### src/rtl/iir_pkg.sv
`default_nettype none
// ============================================================================
// Module      : iir_pkg
// Description : Shared types and helpers for the time-shared IIR biquad
//               cascade. Holds the scheduler state encoding, the MAC
//               operation encoding, the coefficient index map within one
//               section, and width helpers for data, coefficient and
//               accumulator words.
// Revision    : 1.0 - initial release
// ============================================================================
package iir_pkg;

    // Scheduler states
    typedef enum logic [1:0] {
        ST_IDLE = 2'd0,
        ST_MAC  = 2'd1,
        ST_WB   = 2'd2
    } iir_state_t;

    // MAC unit operation select
    typedef enum logic [1:0] {
        MAC_HOLD = 2'd0,
        MAC_LOAD = 2'd1,
        MAC_ADD  = 2'd2,
        MAC_SUB  = 2'd3
    } mac_op_t;

    // Coefficient slot within a section; also the MAC step that uses it
    localparam logic [2:0] K_B0 = 3'd0;
    localparam logic [2:0] K_B1 = 3'd1;
    localparam logic [2:0] K_B2 = 3'd2;
    localparam logic [2:0] K_A1 = 3'd3;
    localparam logic [2:0] K_A2 = 3'd4;

    localparam int NUM_TAPS = 5;

    function automatic int data_width(input int nint, input int nfrac);
        return nint + nfrac;
    endfunction

    function automatic int coef_width(input int nint, input int nfrac);
        return nint + nfrac;
    endfunction

    // Three guard bits on the integer side cover the sum of five products.
    function automatic int acc_width(input int ndint, input int ndfrac,
                                     input int ncint, input int ncfrac);
        return (ndint + ncint + 3) + (ndfrac + ncfrac);
    endfunction

endpackage
`default_nettype wire

### src/rtl/iir_mac_dsp48.sv
`default_nettype none
// ============================================================================
// Module      : iir_mac_dsp48
// Description : Signed multiply-accumulate with load / add / subtract / hold
//               control. The product is folded into the accumulator register
//               on the same edge it is selected.
// Ports       : clk, reset (async, active high)
//               clr      - synchronous zero of the accumulator
//               op       - MAC_HOLD / MAC_LOAD / MAC_ADD / MAC_SUB
//               a, b     - signed multiplicands
//               acc      - signed accumulator value
// Revision    : 1.0 - initial release
// ============================================================================
module iir_mac_dsp48
    import iir_pkg::*;
#(
    parameter int A_W   = 25,
    parameter int B_W   = 18,
    parameter int ACC_W = 46
) (
    input  logic                    clk,
    input  logic                    reset,
    input  logic                    clr,
    input  mac_op_t                 op,
    input  logic signed [A_W-1:0]   a,
    input  logic signed [B_W-1:0]   b,
    output logic signed [ACC_W-1:0] acc
);

    localparam int c_prod_w = A_W + B_W;

    logic signed [c_prod_w-1:0] w_a_ext;
    logic signed [c_prod_w-1:0] w_b_ext;
    logic signed [c_prod_w-1:0] w_prod;
    logic signed [ACC_W-1:0]    w_prod_ext;
    logic signed [ACC_W-1:0]    r_acc;

    // Widen both operands to the full product width so the multiply is
    // evaluated at that width; the exact product always fits.
    assign w_a_ext    = {{B_W{a[A_W-1]}}, a};
    assign w_b_ext    = {{A_W{b[B_W-1]}}, b};
    assign w_prod     = w_a_ext * w_b_ext;
    assign w_prod_ext = {{(ACC_W-c_prod_w){w_prod[c_prod_w-1]}}, w_prod};

    always_ff @(posedge clk or posedge reset) begin
        if (reset) begin
            r_acc <= '0;
        end else if (clr) begin
            r_acc <= '0;
        end else begin
            case (op)
                MAC_LOAD: r_acc <= w_prod_ext;
                MAC_ADD:  r_acc <= r_acc + w_prod_ext;
                MAC_SUB:  r_acc <= r_acc - w_prod_ext;
                default:  r_acc <= r_acc;
            endcase
        end
    end

    assign acc = r_acc;

endmodule
`default_nettype wire

### src/rtl/round_n_sat.sv
`default_nettype none
// ============================================================================
// Module      : round_n_sat
// Description : Round-half-up by SHIFT LSBs, then saturate to OUT_W bits.
// Ports       : din  - signed input word (IN_W bits)
//               dout - rounded, clamped signed result (OUT_W bits)
// Revision    : 1.0 - initial release
// ============================================================================
module round_n_sat #(
    parameter int IN_W  = 46,
    parameter int OUT_W = 25,
    parameter int SHIFT = 14
) (
    input  logic signed [IN_W-1:0]  din,
    output logic signed [OUT_W-1:0] dout
);

    localparam int c_sum_w = IN_W + 1;
    localparam int c_sh_w  = IN_W + 1 - SHIFT;

    localparam logic signed [c_sum_w-1:0] c_half =
        {{(c_sum_w-SHIFT){1'b0}}, 1'b1, {(SHIFT-1){1'b0}}};
    localparam logic signed [c_sh_w-1:0] c_max =
        {{(c_sh_w-OUT_W+1){1'b0}}, {(OUT_W-1){1'b1}}};
    localparam logic signed [c_sh_w-1:0] c_min =
        {{(c_sh_w-OUT_W+1){1'b1}}, {(OUT_W-1){1'b0}}};

    logic signed [c_sum_w-1:0] w_sum;
    logic signed [c_sh_w-1:0]  w_sh;

    // One extra bit keeps the half-LSB addition from wrapping at full scale.
    assign w_sum = {din[IN_W-1], din} + c_half;
    assign w_sh  = c_sh_w'(w_sum >>> SHIFT);

    always_comb begin
        dout = w_sh[OUT_W-1:0];
        if (w_sh > c_max) begin
            dout = c_max[OUT_W-1:0];
        end else if (w_sh < c_min) begin
            dout = c_min[OUT_W-1:0];
        end
    end

endmodule
`default_nettype wire

### src/rtl/iir_cascade_sched.sv
`default_nettype none
// ============================================================================
// Module      : iir_cascade_sched
// Description : Runs Nsec cascaded Direct Form I biquads on one shared MAC.
//               Each section takes five MAC cycles (b0,b1,b2,-a1,-a2) and
//               one write-back cycle; the section output feeds the next
//               section's input.
// Ports       : clk, reset (async, active high)
//               dv_in/d_in        - input sample strobe and value
//               dv_out/d_out      - result pulse and held result
//               busy              - a sample is in flight
//               flush             - clear history, abort in-flight sample
//               coef_we/addr/data - coefficient write, addr = {section, k}
//               ovr, coef_err     - sticky error flags, cleared by err_clr
// Revision    : 1.0 - initial release
// ============================================================================
module iir_cascade_sched
    import iir_pkg::*;
#(
    parameter int Nsec   = 4,
    parameter int Ndint  = 3,
    parameter int Ndfrac = 22,
    parameter int Ncint  = 4,
    parameter int Ncfrac = 14
) (
    input  logic                       clk,
    input  logic                       reset,
    input  logic                       dv_in,
    input  logic [Ndint+Ndfrac-1:0]    d_in,
    output logic                       dv_out,
    output logic [Ndint+Ndfrac-1:0]    d_out,
    output logic                       busy,
    input  logic                       flush,
    input  logic                       coef_we,
    input  logic [$clog2(Nsec)+2:0]    coef_addr,
    input  logic [Ncint+Ncfrac-1:0]    coef_data,
    output logic                       ovr,
    output logic                       coef_err,
    input  logic                       err_clr
);

    localparam int c_dw   = data_width(Ndint, Ndfrac);
    localparam int c_cw   = coef_width(Ncint, Ncfrac);
    localparam int c_accw = acc_width(Ndint, Ndfrac, Ncint, Ncfrac);
    localparam int c_aw   = $clog2(Nsec) + 3;
    localparam int c_sw   = (Nsec > 1) ? $clog2(Nsec) : 1;

    iir_state_t r_state;
    iir_state_t w_state_nxt;

    logic [c_sw-1:0]        r_sec;
    logic [2:0]             r_step;
    logic signed [c_dw-1:0] r_xin;
    logic signed [c_dw-1:0] r_x1 [Nsec];
    logic signed [c_dw-1:0] r_x2 [Nsec];
    logic signed [c_dw-1:0] r_y1 [Nsec];
    logic signed [c_dw-1:0] r_y2 [Nsec];
    logic signed [c_cw-1:0] r_coef [Nsec][NUM_TAPS];

    logic                   r_dv_out;
    logic [c_dw-1:0]        r_d_out;
    logic                   r_ovr;
    logic                   r_coef_err;

    logic                   w_accept;
    logic                   w_wb_commit;
    logic                   w_last;
    logic                   w_busy;
    mac_op_t                w_mac_op;
    logic signed [c_dw-1:0] w_mac_a;
    logic signed [c_cw-1:0] w_mac_b;
    logic signed [c_accw-1:0] w_acc;
    logic signed [c_dw-1:0] w_r;
    logic [c_aw-1:0]        w_addr_sec;
    logic                   w_coef_wr;

    assign w_busy = (r_state != ST_IDLE);
    assign w_last = (r_sec == c_sw'(Nsec - 1));

    // ------------------------------------------------------------------
    // Scheduler FSM
    // ------------------------------------------------------------------
    always_ff @(posedge clk or posedge reset) begin
        if (reset) begin
            r_state <= ST_IDLE;
        end else begin
            r_state <= w_state_nxt;
        end
    end

    // flush overrides everything, so accept/commit are never raised with it.
    always_comb begin
        w_state_nxt = r_state;
        w_mac_op    = MAC_HOLD;
        w_accept    = 1'b0;
        w_wb_commit = 1'b0;
        if (flush) begin
            w_state_nxt = ST_IDLE;
        end else begin
            case (r_state)
                ST_IDLE: begin
                    if (dv_in) begin
                        w_accept    = 1'b1;
                        w_state_nxt = ST_MAC;
                    end
                end
                ST_MAC: begin
                    case (r_step)
                        K_B0:       w_mac_op = MAC_LOAD;
                        K_B1, K_B2: w_mac_op = MAC_ADD;
                        default:    w_mac_op = MAC_SUB;
                    endcase
                    if (r_step == K_A2) begin
                        w_state_nxt = ST_WB;
                    end
                end
                ST_WB: begin
                    w_wb_commit = 1'b1;
                    w_state_nxt = w_last ? ST_IDLE : ST_MAC;
                end
                default: w_state_nxt = ST_IDLE;
            endcase
        end
    end

    // ------------------------------------------------------------------
    // Operand selection: the step number doubles as the coefficient index
    // ------------------------------------------------------------------
    always_comb begin
        w_mac_a = r_xin;
        w_mac_b = r_coef[r_sec][K_B0];
        case (r_step)
            K_B1: begin
                w_mac_a = r_x1[r_sec];
                w_mac_b = r_coef[r_sec][K_B1];
            end
            K_B2: begin
                w_mac_a = r_x2[r_sec];
                w_mac_b = r_coef[r_sec][K_B2];
            end
            K_A1: begin
                w_mac_a = r_y1[r_sec];
                w_mac_b = r_coef[r_sec][K_A1];
            end
            K_A2: begin
                w_mac_a = r_y2[r_sec];
                w_mac_b = r_coef[r_sec][K_A2];
            end
            default: begin
                w_mac_a = r_xin;
                w_mac_b = r_coef[r_sec][K_B0];
            end
        endcase
    end

    iir_mac_dsp48 #(
        .A_W   (c_dw),
        .B_W   (c_cw),
        .ACC_W (c_accw)
    ) u_mac (
        .clk   (clk),
        .reset (reset),
        .clr   (flush),
        .op    (w_mac_op),
        .a     (w_mac_a),
        .b     (w_mac_b),
        .acc   (w_acc)
    );

    round_n_sat #(
        .IN_W  (c_accw),
        .OUT_W (c_dw),
        .SHIFT (Ncfrac)
    ) u_rns (
        .din  (w_acc),
        .dout (w_r)
    );

    // ------------------------------------------------------------------
    // Section / step counters
    // ------------------------------------------------------------------
    always_ff @(posedge clk or posedge reset) begin
        if (reset) begin
            r_sec  <= '0;
            r_step <= '0;
        end else if (flush || w_accept) begin
            r_sec  <= '0;
            r_step <= '0;
        end else if (r_state == ST_MAC) begin
            r_step <= (r_step == K_A2) ? 3'd0 : r_step + 3'd1;
        end else if (w_wb_commit && !w_last) begin
            r_sec <= r_sec + c_sw'(1);
        end
    end

    // ------------------------------------------------------------------
    // Section input and x/y history
    // ------------------------------------------------------------------
    always_ff @(posedge clk or posedge reset) begin
        if (reset) begin
            r_xin <= '0;
            for (int i = 0; i < Nsec; i++) begin
                r_x1[i] <= '0;
                r_x2[i] <= '0;
                r_y1[i] <= '0;
                r_y2[i] <= '0;
            end
        end else if (flush) begin
            r_xin <= '0;
            for (int i = 0; i < Nsec; i++) begin
                r_x1[i] <= '0;
                r_x2[i] <= '0;
                r_y1[i] <= '0;
                r_y2[i] <= '0;
            end
        end else if (w_accept) begin
            r_xin <= d_in;
        end else if (w_wb_commit) begin
            // This section's result becomes the next section's input.
            r_xin        <= w_r;
            r_x2[r_sec]  <= r_x1[r_sec];
            r_x1[r_sec]  <= r_xin;
            r_y2[r_sec]  <= r_y1[r_sec];
            r_y1[r_sec]  <= w_r;
        end
    end

    // ------------------------------------------------------------------
    // Coefficient register file: writable only between samples, so a
    // sample always sees one consistent coefficient set.
    // ------------------------------------------------------------------
    assign w_addr_sec = coef_addr >> 3;
    assign w_coef_wr  = coef_we && !w_busy
                     && (coef_addr[2:0] < 3'd5)
                     && (w_addr_sec < c_aw'(Nsec));

    always_ff @(posedge clk or posedge reset) begin
        if (reset) begin
            for (int s = 0; s < Nsec; s++) begin
                for (int k = 0; k < NUM_TAPS; k++) begin
                    r_coef[s][k] <= '0;
                end
            end
        end else if (w_coef_wr) begin
            r_coef[w_addr_sec[c_sw-1:0]][coef_addr[2:0]] <= coef_data;
        end
    end

    // ------------------------------------------------------------------
    // Result and sticky flags (a new event wins over err_clr)
    // ------------------------------------------------------------------
    always_ff @(posedge clk or posedge reset) begin
        if (reset) begin
            r_dv_out   <= 1'b0;
            r_d_out    <= '0;
            r_ovr      <= 1'b0;
            r_coef_err <= 1'b0;
        end else begin
            r_dv_out <= w_wb_commit && w_last;
            if (w_wb_commit && w_last) begin
                r_d_out <= w_r;
            end
            r_ovr      <= (dv_in && w_busy && !flush) || (r_ovr && !err_clr);
            r_coef_err <= (coef_we && w_busy) || (r_coef_err && !err_clr);
        end
    end

    assign dv_out   = r_dv_out;
    assign d_out    = r_d_out;
    assign busy     = w_busy;
    assign ovr      = r_ovr;
    assign coef_err = r_coef_err;

endmodule
`default_nettype wire

### config.mk
export PLATFORM = sky130hd
export DESIGN_NAME = iir_cascade_sched
export DESIGN_NICKNAME = d
export VERILOG_FILES = /design/src/rtl/iir_pkg.sv /design/src/rtl/iir_mac_dsp48.sv /design/src/rtl/round_n_sat.sv /design/src/rtl/iir_cascade_sched.sv
export SDC_FILE = /design/constraint.sdc
export NUM_CORES = 2
export LEC_CHECK = 0
export ABC_AREA = 0
export CAP_MARGIN = 20
export CORE_MARGIN = 1.5
export CORE_UTILIZATION = 60
export CTS_BUF_LIST = sky130_fd_sc_hd__clkbuf_2 sky130_fd_sc_hd__clkbuf_4 sky130_fd_sc_hd__clkbuf_8
export DETAILED_ROUTE_END_ITERATION = 10
export PLACE_DENSITY = 0.8
export SLEW_MARGIN = 20
export SYNTH_ARGS = -nofsm -noshare
export SYNTH_HDL_FRONTEND = slang
export SYNTH_SLANG_ARGS = --single-unit
### constraint.sdc
create_clock -name clk -period 29.6 [get_ports clk]
set_input_delay 4.44 -clock clk [delete_from_list [all_inputs] [get_ports clk]]
set_output_delay 4.44 -clock clk [all_outputs]
set_load 0.05 [all_outputs]
==> summary.md <==
| Metric | Value |
|---|---|
| Status | finished, violations left |
| Failing checks | DRC |
| Kind of end point of the critical path | flop |
| Syn_nets | 5,969 |
| Detailed-route via count | 43.8k |
| Clk buf depth | 3 |
| Final Setup Violations | 0 |
| TritonRoute pass-1 iters | 9 |
| TritonCTS clock tree | done |
| Final ANT Viol Nets | 0 |
| Crit start category | flop |
| Postcts setup bufs | 0 |
| Finished Layout Cells | 6,683 |
| 1st-iter DRT viols | 4,112 |
| Cell area after synthesis | 58,300 sq um |
| Rel. slew slack | 0.228 |
| Hold Path Class | flop to flop |
| Worst-Skew Late Latency | 890 ps |
| Crit path top cell by count | fa_1 |
| Critical Path AT | 14,970 ps |
| Largest net degree at the start of global routing | 169 |
| Hpwl dp | 117 mm |
| Total placed cells including tap cells | 6,416 |
| Hold WS | 477 ps |
| Post-DR wirelength/cell | 25.7 um |
| Ys Warns | 0 |
| Vias per inst | 6.55 |
| EDFF count, synth | 0 |
| Worst Path Class, Setup | flop to flop |
| VDD IR max | 0.0000529 V |
| Post-layout net count | 5,946 |
| Final wirelength | 172 mm |
| Clock sinks | 866 |
| Number of hold buffers added after CTS | 0 |
| Transition time of the tightest slew-check pin | 1160 ps |
| Area delta synth->final | 8.94% |
| Die H | 315 um |
| Worst hold path startpoint | r_y1[80]$_DFFE_PP0P_ |
| Final Hold Viols | 0 |
| Max-cap violation count | 0 |
| Critical Path Slowest Stage Cell | a21oi_1 |
| Placement row count | 114 |
| Vias in the first global route | 46.0k |
| Gpl congestion | 0.995 |
| Post-cts gate resize count | 0 |
| Die W | 315 um |
| Tmin final | 14,210 ps |
| Area of the die | 99,100 sq um |
| Worst-path fanout max | 46 |
| Final Cell Area | 63,500 sq um |
| Initial antenna violation count | 10 |
| Clock slew at reported path FFs | 60 ps |
| Register bit total from synthesis | 866 |
| Worst R2R Start | r_sec[1]$_DFFE_PP0P_ |
| Crit-path max cell delay | 840 ps |
| GRT Overall Usage | 0.357 |
| Post-route clock period utilization | 0.480 |
| CTS buffer count | 145 |
| Total grt overflow | 0 |
| Worst Setup SP | r_sec[1]$_DFFE_PP0P_ |
| Core Area | 96,600 sq um |
| Synth Flop Type | dfrtp_1 |
| Achievable Freq | 70.4 MHz |
| WP data required | 30,360 ps |
| DP Area | 60,300 sq um |
| Avg Cell Area, Syn | 11.0 sq um |
| H-tree Lvls | 4 |
| Leakage | 30.1 nW |
| Slew Limit Fails | 0 |
| Final setup TNS | 0 ps |
| I/O pins | 83 |
| Skew final | 71.3 ps |
| Post-route DRC | 2 |
| Starting Density | 0.604 |
| Fraction of layout cells with a size suffix above 1 | 0.181 |
| Number of distinct library cells after synthesis | 80 |
| PD cells | 75.9 nW/um^2 |
| Post-synth ARST share | 1.00 |
| First-pass GRT wire length | 269 mm |
| Tot Pwr | 4.82 mW |
| Clk root buf | clkbuf_8 |
| RSZ-0062 raised after global routing | no |
| I/O Buffers | 82 |
| Seq/Total Area, Yosys | 0.372 |
| Cell count after synthesis | 5,310 |
## critical path, delay by kind of cell (launching register included)
kind,cells,cell delay [ps]
xor+xnor,2,500
simple gates,7,1970
compound gates,15,4240
buf+inv,7,2170
fa+ha+maj,8,3830
mux,1,480
flops,1,790
## path summary, 6_finish.rpt
| path | end | slack, ps | cells past startpoint |
|---|---|---|---|
| setup / recovery | u_mac.acc[45]$_DFFE_PP0P_ | 15390 | 40 |
| hold / removal | r_y1[80]$_DFFE_PP0P_ | 480 | 2 |
| setup reg to reg | u_mac.acc[45]$_DFFE_PP0P_ | 15390 | 40 |
| hold reg to reg | r_y1[80]$_DFFE_PP0P_ | 480 | 2 |
| max in group asynchronous | r_x2[75]$_DFFE_PP0P_ | 22460 | 5 |
| min in group asynchronous | r_coef[194]$_DFFE_PP0P_ | 4160 | 2 |
## routing by layer
layer  up-vias  global-route usage  wire length (um)
li1      18200                   -                 -
met1     22500               0.467             64800
met2      2521               0.555             80400
met3       561              0.0789             16500
met4         4               0.205             10300
met5         -                   0                25
## stage by stage
stage	setup WS (ps)	util
global route	14900	0.658
detailed placement	15680	0.625
CTS	15610	0.658
global placement	15740	0.625
finish	15390	0.658
floorplan	823	-
## area by class of cell
cell class	instances	area (sq um)
clock inverter	34	360
timing repair buffer	163	1450
multi-input combinational	3533	33400
antenna	7	17.5
fill	7105	33000
clock buffer	226	2810
sequential	866	21700
tap	1276	1600
inverter	578	2180
## cell usage in the layout, fill, tap and decap left out, types with 41 or more instances in the layout
cell | netlist | layout
a21o_1 | 113 | 112
nor3_1 | 41 | 41
xnor2_1 | 95 | 95
ha_1 | 162 | 161
nand2_1 | 494 | 491
a21oi_1 | 240 | 234
fa_1 | 443 | 443
a22oi_1 | 68 | 68
inv_1 | 577 | 575
buf_4 | 0 | 77
clkdlybuf4s50_1 | 0 | 81
clkbuf_4 | 0 | 48
a22o_1 | 300 | 300
nor2_1 | 358 | 343
clkbuf_8 | 0 | 178
mux2_2 | 365 | 365
nand3_1 | 45 | 44
dfrtp_1 | 866 | 864
xor2_1 | 44 | 44
nor2b_1 | 54 | 50
mux4_2 | 188 | 188
o21ai_0 | 150 | 150
## synth_stat cells (all sizes together) (19+ instances only)
cell type  count  share of area
inv          577          0.037
a21oi        242          0.021
clkbuf       278          0.018
o21a          19         0.0024
and2          35         0.0038
ha           162          0.035
mux2         365          0.070
a21o         113          0.015
a22oi         68         0.0088
dfrtp        866           0.37
nor3          42         0.0037
nor2         358          0.023
a311oi        21         0.0032
nand3         46         0.0040
o31ai         19         0.0024
nand2        494          0.032
xnor2         96          0.015
o21ai        160          0.014
nor2b         54         0.0058
nand2b        20         0.0021
fa           443           0.15
buf           55         0.0041
xor2          44         0.0066
a22o         300          0.045
a211oi        34         0.0044
mux4         188          0.073
## flip-flops by register name, indices dropped and copies added, names as in the netlist, 2 cells and up
name	count
r_state	2
r_x1	100
r_xin	25
r_y2	100
d_out	25
r_step	3
r_coef	360
u_mac.acc	46
r_x2	100
r_y1	100
r_sec	2
## cells by family (layout without fill, tap and decap cells)
logic type | after synthesis | after routing | synth area share
muxes | 565 | 565 | 0.145
DFF | 866 | 866 | 0.372
xor gates and xnor gates | 140 | 140 | 0.0212
other | 0 | 7 | 0
AOI/OAI and AO/OA | 1071 | 1071 | 0.129
adders and majority gates | 605 | 605 | 0.187
buffers and inverters | 911 | 1001 | 0.0591
and+or+nand+nor | 1152 | 1152 | 0.0874
## power breakdown
part / internal, mW / total, mW / switching (mW)
clock: 0.638 / 1.16 / 0.524
sequential: 1.26 / 1.33 / 0.0697
combinational: 0.858 / 2.32 / 1.46
(Power assumes the default switching activity.)
